## config.mk

```make
export PLATFORM = sky130hd
export DESIGN_NAME = vga_tilegen
export DESIGN_NICKNAME = d
export VERILOG_FILES = /design/src/rtl/vga_pkg.sv /design/src/rtl/vga_timing.sv /design/src/rtl/vga_tilegen.sv
export SDC_FILE = /design/constraint.sdc
export NUM_CORES = 1
export LEC_CHECK = 0
export ABC_CLOCK_PERIOD_IN_PS = 3000
export CAP_MARGIN = 20
export CORE_MARGIN = 8
export CORE_UTILIZATION = 47
export CTS_CLUSTER_DIAMETER = 200
export DETAILED_ROUTE_END_ITERATION = 16
export PLACE_DENSITY = 0.83
export SYNTH_ARGS = -nofsm -noshare
export SYNTH_HDL_FRONTEND = slang
export SYNTH_SLANG_ARGS = --single-unit
```

## constraint.sdc

```tcl
create_clock -name sysclk -period 3 [get_ports sysclk]
set_input_delay 0.6 -clock sysclk [delete_from_list [all_inputs] [get_ports sysclk]]
set_output_delay 0.6 -clock sysclk [all_outputs]
set_load 0.01 [all_outputs]
```

## src/rtl/vga_pkg.sv

```systemverilog
// Shared timing defaults, pixel-format enum and total-period helpers for the
// VGA tile generator.
package vga_pkg;

  localparam int unsigned DEF_H_ACTIVE  = 640;
  localparam int unsigned DEF_H_FP      = 16;
  localparam int unsigned DEF_H_SYNC    = 96;
  localparam int unsigned DEF_H_BP      = 48;
  localparam int unsigned DEF_V_ACTIVE  = 480;
  localparam int unsigned DEF_V_FP      = 10;
  localparam int unsigned DEF_V_SYNC    = 2;
  localparam int unsigned DEF_V_BP      = 33;
  localparam int unsigned DEF_TILE_LOG2 = 5;
  localparam int unsigned DEF_COLS      = 20;
  localparam int unsigned DEF_ROWS      = 15;
  localparam int unsigned DEF_BASE      = 65;
  localparam int unsigned DEF_AW        = 9;

  typedef enum logic {
    MODE_RGB222 = 1'b0,
    MODE_RGB444 = 1'b1
  } mode_e;

  function automatic int unsigned h_total(input int unsigned active, input int unsigned fp,
                                          input int unsigned sync, input int unsigned bp);
    return active + fp + sync + bp;
  endfunction

  function automatic int unsigned v_total(input int unsigned active, input int unsigned fp,
                                          input int unsigned sync, input int unsigned bp);
    return active + fp + sync + bp;
  endfunction

endpackage

```

## src/rtl/vga_timing.sv

```systemverilog
// Raster counters with raw (unpipelined) active-area and sync decode.
module vga_timing
  import vga_pkg::*;
#(
  parameter int unsigned H_ACTIVE = DEF_H_ACTIVE,
  parameter int unsigned H_FP     = DEF_H_FP,
  parameter int unsigned H_SYNC   = DEF_H_SYNC,
  parameter int unsigned H_BP     = DEF_H_BP,
  parameter int unsigned V_ACTIVE = DEF_V_ACTIVE,
  parameter int unsigned V_FP     = DEF_V_FP,
  parameter int unsigned V_SYNC   = DEF_V_SYNC,
  parameter int unsigned V_BP     = DEF_V_BP,
  localparam int unsigned H_TOTAL = h_total(H_ACTIVE, H_FP, H_SYNC, H_BP),
  localparam int unsigned V_TOTAL = v_total(V_ACTIVE, V_FP, V_SYNC, V_BP),
  localparam int unsigned HW      = $clog2(H_TOTAL),
  localparam int unsigned VW      = $clog2(V_TOTAL)
) (
  input  logic          sysclk,
  input  logic          reset,
  output logic [HW-1:0] hcount,
  output logic [VW-1:0] vcount,
  output logic          active,
  output logic          hs,
  output logic          vs
);

  localparam logic [HW-1:0] H_LAST     = HW'(H_TOTAL - 1);
  localparam logic [VW-1:0] V_LAST     = VW'(V_TOTAL - 1);
  localparam logic [HW-1:0] H_VIS      = HW'(H_ACTIVE);
  localparam logic [VW-1:0] V_VIS      = VW'(V_ACTIVE);
  localparam logic [HW-1:0] H_SYNC_LO  = HW'(H_ACTIVE + H_FP);
  localparam logic [HW-1:0] H_SYNC_HI  = HW'(H_ACTIVE + H_FP + H_SYNC - 1);
  localparam logic [VW-1:0] V_SYNC_LO  = VW'(V_ACTIVE + V_FP);
  localparam logic [VW-1:0] V_SYNC_HI  = VW'(V_ACTIVE + V_FP + V_SYNC - 1);

  always_ff @(posedge sysclk or posedge reset) begin
    if (reset) begin
      hcount <= '0;
      vcount <= '0;
    end else if (hcount == H_LAST) begin
      hcount <= '0;
      vcount <= (vcount == V_LAST) ? '0 : vcount + VW'(1);
    end else begin
      hcount <= hcount + HW'(1);
    end
  end

  always_comb begin
    active = (hcount < H_VIS) && (vcount < V_VIS);
    hs     = !((hcount >= H_SYNC_LO) && (hcount <= H_SYNC_HI));
    vs     = !((vcount >= V_SYNC_LO) && (vcount <= V_SYNC_HI));
  end

endmodule

```

## src/rtl/vga_tilegen.sv

```systemverilog
// Tile-mapped VGA generator: one memory word per 4 (RGB222) or 2 (RGB444)
// tiles, three-stage pipeline from raster counters to registered pins.
module vga_tilegen
  import vga_pkg::*;
#(
  parameter int unsigned H_ACTIVE  = DEF_H_ACTIVE,
  parameter int unsigned H_FP      = DEF_H_FP,
  parameter int unsigned H_SYNC    = DEF_H_SYNC,
  parameter int unsigned H_BP      = DEF_H_BP,
  parameter int unsigned V_ACTIVE  = DEF_V_ACTIVE,
  parameter int unsigned V_FP      = DEF_V_FP,
  parameter int unsigned V_SYNC    = DEF_V_SYNC,
  parameter int unsigned V_BP      = DEF_V_BP,
  parameter int unsigned TILE_LOG2 = DEF_TILE_LOG2,
  parameter int unsigned COLS      = DEF_COLS,
  parameter int unsigned ROWS      = DEF_ROWS,
  parameter int unsigned BASE      = DEF_BASE,
  parameter int unsigned AW        = DEF_AW
) (
  input  logic          sysclk,
  input  logic          reset,
  input  logic          mode,
  output logic [AW-1:0] vaddr,
  input  logic [31:0]   vdata,
  output logic [3:0]    vga_r,
  output logic [3:0]    vga_g,
  output logic [3:0]    vga_b,
  output logic          vga_hs,
  output logic          vga_vs,
  output logic          de,
  output logic          frame_start
);

  localparam int unsigned HW         = $clog2(h_total(H_ACTIVE, H_FP, H_SYNC, H_BP));
  localparam int unsigned VW         = $clog2(v_total(V_ACTIVE, V_FP, V_SYNC, V_BP));
  localparam int unsigned WORDS_BYTE = (COLS + 3) / 4;
  localparam int unsigned WORDS_HALF = (COLS + 1) / 2;

  // S0: raster position
  logic [HW-1:0] hcount;
  logic [VW-1:0] vcount;
  logic          raw_active;
  logic          raw_hs;
  logic          raw_vs;

  vga_timing #(
    .H_ACTIVE (H_ACTIVE),
    .H_FP     (H_FP),
    .H_SYNC   (H_SYNC),
    .H_BP     (H_BP),
    .V_ACTIVE (V_ACTIVE),
    .V_FP     (V_FP),
    .V_SYNC   (V_SYNC),
    .V_BP     (V_BP)
  ) u_timing (
    .sysclk (sysclk),
    .reset  (reset),
    .hcount (hcount),
    .vcount (vcount),
    .active (raw_active),
    .hs     (raw_hs),
    .vs     (raw_vs)
  );

  logic [HW-1:0] col;
  logic [VW-1:0] row;
  logic          first;
  logic          in_grid;
  mode_e         mode_q;
  mode_e         mode_now;

  // The frame's first pixel uses the live input so the new mode applies
  // from pixel (0,0); every later pixel uses the value latched there.
  always_comb begin
    col      = hcount >> TILE_LOG2;
    row      = vcount >> TILE_LOG2;
    first    = (hcount == '0) && (vcount == '0);
    mode_now = first ? mode_e'(mode) : mode_q;
    in_grid  = raw_active && (32'(col) < COLS) && (32'(row) < ROWS);
    if (mode_now == MODE_RGB444)
      vaddr = AW'(BASE) + AW'(row * WORDS_HALF) + AW'(col >> 1);
    else
      vaddr = AW'(BASE) + AW'(row * WORDS_BYTE) + AW'(col >> 2);
  end

  // S1: memory word arrives on vdata; position info follows it here
  logic       s1_valid;
  logic       s1_active;
  logic       s1_in_grid;
  logic       s1_hs;
  logic       s1_vs;
  logic       s1_first;
  mode_e      s1_mode;
  logic [1:0] s1_sel;

  always_ff @(posedge sysclk or posedge reset) begin
    if (reset) begin
      mode_q     <= MODE_RGB222;
      s1_valid   <= 1'b0;
      s1_active  <= 1'b0;
      s1_in_grid <= 1'b0;
      s1_hs      <= 1'b1;
      s1_vs      <= 1'b1;
      s1_first   <= 1'b0;
      s1_mode    <= MODE_RGB222;
      s1_sel     <= '0;
    end else begin
      if (first)
        mode_q <= mode_e'(mode);
      s1_valid   <= 1'b1;
      s1_active  <= raw_active;
      s1_in_grid <= in_grid;
      s1_hs      <= raw_hs;
      s1_vs      <= raw_vs;
      s1_first   <= first;
      s1_mode    <= mode_now;
      s1_sel     <= col[1:0];
    end
  end

  logic [5:0]  pix_byte;
  logic [11:0] pix;
  logic        unused_vdata;

  // Bits 31:30 and 15:14 are byte MSBs that RGB222 ignores and that lie
  // outside either RGB444 halfword's colour field.
  assign unused_vdata = ^{vdata[31:30], vdata[15:14]};

  always_comb begin
    pix_byte = '0;
    pix      = '0;
    unique case (s1_sel)
      2'd0: pix_byte = vdata[29:24];
      2'd1: pix_byte = vdata[21:16];
      2'd2: pix_byte = vdata[13:8];
      2'd3: pix_byte = vdata[5:0];
    endcase
    if (s1_mode == MODE_RGB444)
      pix = s1_sel[0] ? vdata[11:0] : vdata[27:16];
    else
      pix = {pix_byte[5:4], 2'b00, pix_byte[3:2], 2'b00, pix_byte[1:0], 2'b00};
  end

  // S2: registered pins
  always_ff @(posedge sysclk or posedge reset) begin
    if (reset) begin
      vga_r       <= '0;
      vga_g       <= '0;
      vga_b       <= '0;
      de          <= 1'b0;
      vga_hs      <= 1'b1;
      vga_vs      <= 1'b1;
      frame_start <= 1'b0;
    end else if (s1_valid) begin
      vga_r       <= s1_in_grid ? pix[11:8] : '0;
      vga_g       <= s1_in_grid ? pix[7:4]  : '0;
      vga_b       <= s1_in_grid ? pix[3:0]  : '0;
      de          <= s1_active;
      vga_hs      <= s1_hs;
      vga_vs      <= s1_vs;
      frame_start <= s1_first;
    end else begin
      vga_r       <= '0;
      vga_g       <= '0;
      vga_b       <= '0;
      de          <= 1'b0;
      vga_hs      <= 1'b1;
      vga_vs      <= 1'b1;
      frame_start <= 1'b0;
    end
  end

endmodule
```

==> metrics.yaml <==
status: "complete, but fails checks"
violations: "setup timing"
grt_pass1_wl_um: 14500
fp.dieArea_sq_um: 9180
drv_cap: 0
timing.rr.end: "u_timing.vcount[9]$_DFFE_PP0N_"
port-buffer-count: 55
power_frac_seq_pct: 53.0
nNetsFinal: 498
track_usage_pct: 20.2
grt_pass1_vias: 2982
synth_top_family_by_area: "simple AND/OR/NAND/NOR gates"
path_common_cell: "ha_4"
synth-seq-cells: 44
via_per_inst: 5.75
fillers: 402
cts_root_buf: "clkbuf_8"
core_area_sq_um: 6240
drt_wl_total_um: 9260
ant_nets: 0
dp_hpwl_um: 6130
synth_top_cell_by_area: "dfrtp_1"
cp.arrival_ns: 2.95
min_period_ns: 3.55
skew_ns: 0.0154
syn_nets: 370
cp-endpoint: "vaddr[7]"
end_kind: "primary output"
yosysTopAreaCellShare_pct: 33.4
numPlacedInstances: 489
slowest_delay_ns: 0.44
clkLatencyLatePin_ns: 0.31
ys_async_sr_fraction_pct: 100
path_clk_slew_ns: 0.09
dr.pass1.iters: 7
yosysMostFrequentCell: "dfrtp_1"
netlist_top_cells_count: "40 x dfrtp_1, 27 x nor2_1, 23 x ha_1"
ys_warn_count: 0
syn-instance-count: 309
antenna_found_initial: 0
wl_per_cell_um: 18.0
combPwrFrac_pct: 11.7
rows: 29
syn_avg_cell_area_sq_um: 9.69
cts_sinks: 44
place.gp.congestion: 0.856
grt_max_degree: 45
drc: 0
ys.flop_type: "dfrtp_1"
rsz0062_at_grt: "yes"
layout-drive-gt1-share_pct: 35.2
synth_compound_area_share_pct: 11.9
htreeDepth: 2
fmax_ghz: 0.282
layout_setup_ws_ns: -0.545
hp-class: "reg -> reg"
cp_max_fo: 3
cts_tree: "done"
initial_core_util_pct: 48.0
p_sw_uw: 277
syn2layout_area_growth_pct: 50.9
fin_crit_sh_pct: 118
r2r_start: "u_timing.hcount[0]$_DFF_PP0_"
ys_seq_area_share_pct: 36.9
ioPinCount: 60
syn_area_sq_um: 3000
synth_edf_count: 0
clockBufferDepth: 2
crit_path_top_delay_cell: "dfrtp_2"
start_kind: "register"
dieWidth_um: 95.8
hold_viol_final: 0
ir_drop_mv: 0.340
power_density_nw_per_um2: 253
relSlewSlack_pct: 43.4
synth-simple-area-share_pct: 19.5
slew_violations: 0
diodes: 0
synthDistinctLibCells: 52
cp.required_ns: 2.40
synth_fa_ha_area_share_pct: 11.6
power.share.switching_pct: 24.2
ff2ff_setup_slack_ns: 0.57
reg2reg_depth: 9
synthMuxAreaShare_pct: 8.98
grt_overflow: 0
synth_area_leaders: "dfrtp_1 33%, ha_1 9.6%, xnor2_1 4.7%, mux4_2 4.5%, mux2i_1 4.0%"
path_class: "reg -> out"
setup_viol: 8
drt-initial-drc-count: 218
synthXorXnorAreaFrac_pct: 6.39
stdcell_count: 515
die_h_um: 95.8
fin_setup_tns_ns: -2.00
vias: 2962
clockPowerShare_pct: 35.3
power.leakage_uw: 0.00208
internal_power_uw: 867
worst_pin_slew_ns: 0.850
critical_path.startpoint: "u_timing.vcount[6]$_DFFE_PP0N_"
crit_chain: "buf_12, ha_4, ha_4, ha_1, nor2b_1, o22ai_1, nand2_1, a31o_2, or3_1, and4b_1, buf_2"
numCtsBuffers: 5
sequential cells by signal, summed over array words and instances (netlist names), 2 cells and up:
signal	flops
u_timing.hcount	10
u_timing.vcount	10
vga_b	4
vga_g	4
vga_r	4
s1_sel	2
cell type report:
type	count	area (sq um)	area share, %
Multi-Input combinational cell	231	1990	44.0
Timing Repair Buffer	135	1150	25.4
Sequential cell	44	1110	24.6
Tap cell	77	96.3	2.13
Clock buffer	6	82.6	1.83
Inverter	20	77.6	1.72
Clock inverter	2	15.0	0.332
repair_timing:
action,in CTS,in global routing
endpoints found under the setup margin,9,9
resized for setup,69,12
setup buffers,15,5
hold buffers,0,0
pin swaps,13,10
kinds of logic (layout without fill, tap and decap cells):
kind of cell | count (synthesis) | count (layout)
flops | 44 | 44
fa+ha+maj | 26 | 26
other cells | 1 | 1
mux | 19 | 19
xor+xnor | 21 | 21
simple gates | 108 | 108
compound gates | 56 | 56
buf+inv | 34 | 163
critical path, delay by kind of cell (launching register included):
kind | cells | cell delay [ns]
buf+inv | 2 | 0.28
fa+ha+maj | 3 | 0.78
compound gates | 2 | 0.39
simple gates | 4 | 0.74
flops | 1 | 0.44
metal layers:
layer	track usage (%)	routed length (um)
met5	0	0
met4	7.55	221
met3	3.43	487
met2	36.5	4880
met1	23.4	3670
worst min path at each step:
stage                     cells after the start  slack (ns)                    startpoint                     to
final                                         1        0.47            s1_valid$_DFF_PP0_       vga_hs$_DFF_PP1_
after CTS                                     1        0.47            s1_valid$_DFF_PP0_       vga_hs$_DFF_PP1_
after global routing                          1        0.49            s1_valid$_DFF_PP0_       vga_vs$_DFF_PP1_
after floorplan                               0        0.35  u_timing.hcount[5]$_DFF_PP0_    s1_sel[0]$_DFF_PP0_
after detailed placement                      1        0.45            s1_first$_DFF_PP0_  frame_start$_DFF_PP0_
after global placement                        1        0.44            s1_first$_DFF_PP0_  frame_start$_DFF_PP0_
cell usage in the layout (no fill, tap or decap), types with 6 or more instances in the layout:
| master | Yosys | routed |
|---|---|---|
| ha_4 | 0 | 7 |
| a211oi_1 | 7 | 7 |
| clkbuf_8 | 0 | 6 |
| inv_1 | 19 | 12 |
| a21oi_1 | 18 | 12 |
| inv_2 | 0 | 6 |
| ha_1 | 23 | 15 |
| buf_4 | 0 | 73 |
| a21oi_2 | 0 | 6 |
| nand2_1 | 20 | 19 |
| dfrtp_1 | 40 | 37 |
| nand3_1 | 13 | 11 |
| mux2i_1 | 12 | 12 |
| nor2_1 | 27 | 25 |
| o21ai_0 | 14 | 11 |
| buf_2 | 3 | 9 |
| nor3_1 | 7 | 7 |
| clkdlybuf4s50_1 | 0 | 46 |
| xnor2_1 | 16 | 14 |
| mux4_2 | 6 | 6 |
power by group through the flow:
stage	clock network, uW	registers, uW	logic [uW]
6_report	404	607	134
5_1_grt	432	608	145
4_1_cts	405	607	134
3_5_place_dp	0	618	129
3_3_place_gp	0	618	125
2_1_floorplan	0	624	40.5
per-stage QoR:
step | util (%) | hold WS [ns] | total power [uW] | instance area (sq um) | worst slack [ns]
2_1_floorplan | - | 0.352 | 664 | 3070 | -0.0535
3_3_place_gp | 65.8 | 0.438 | 743 | 4110 | -0.482
3_5_place_dp | 65.8 | 0.451 | 747 | 4110 | -0.573
4_1_cts | 71.0 | 0.470 | 1150 | 4430 | -0.478
5_1_grt | 72.4 | 0.489 | 1190 | 4520 | -0.689
6_report | 72.4 | 0.468 | 1140 | 4520 | -0.545
No activity file was read; power rests on OpenSTA's default activity.
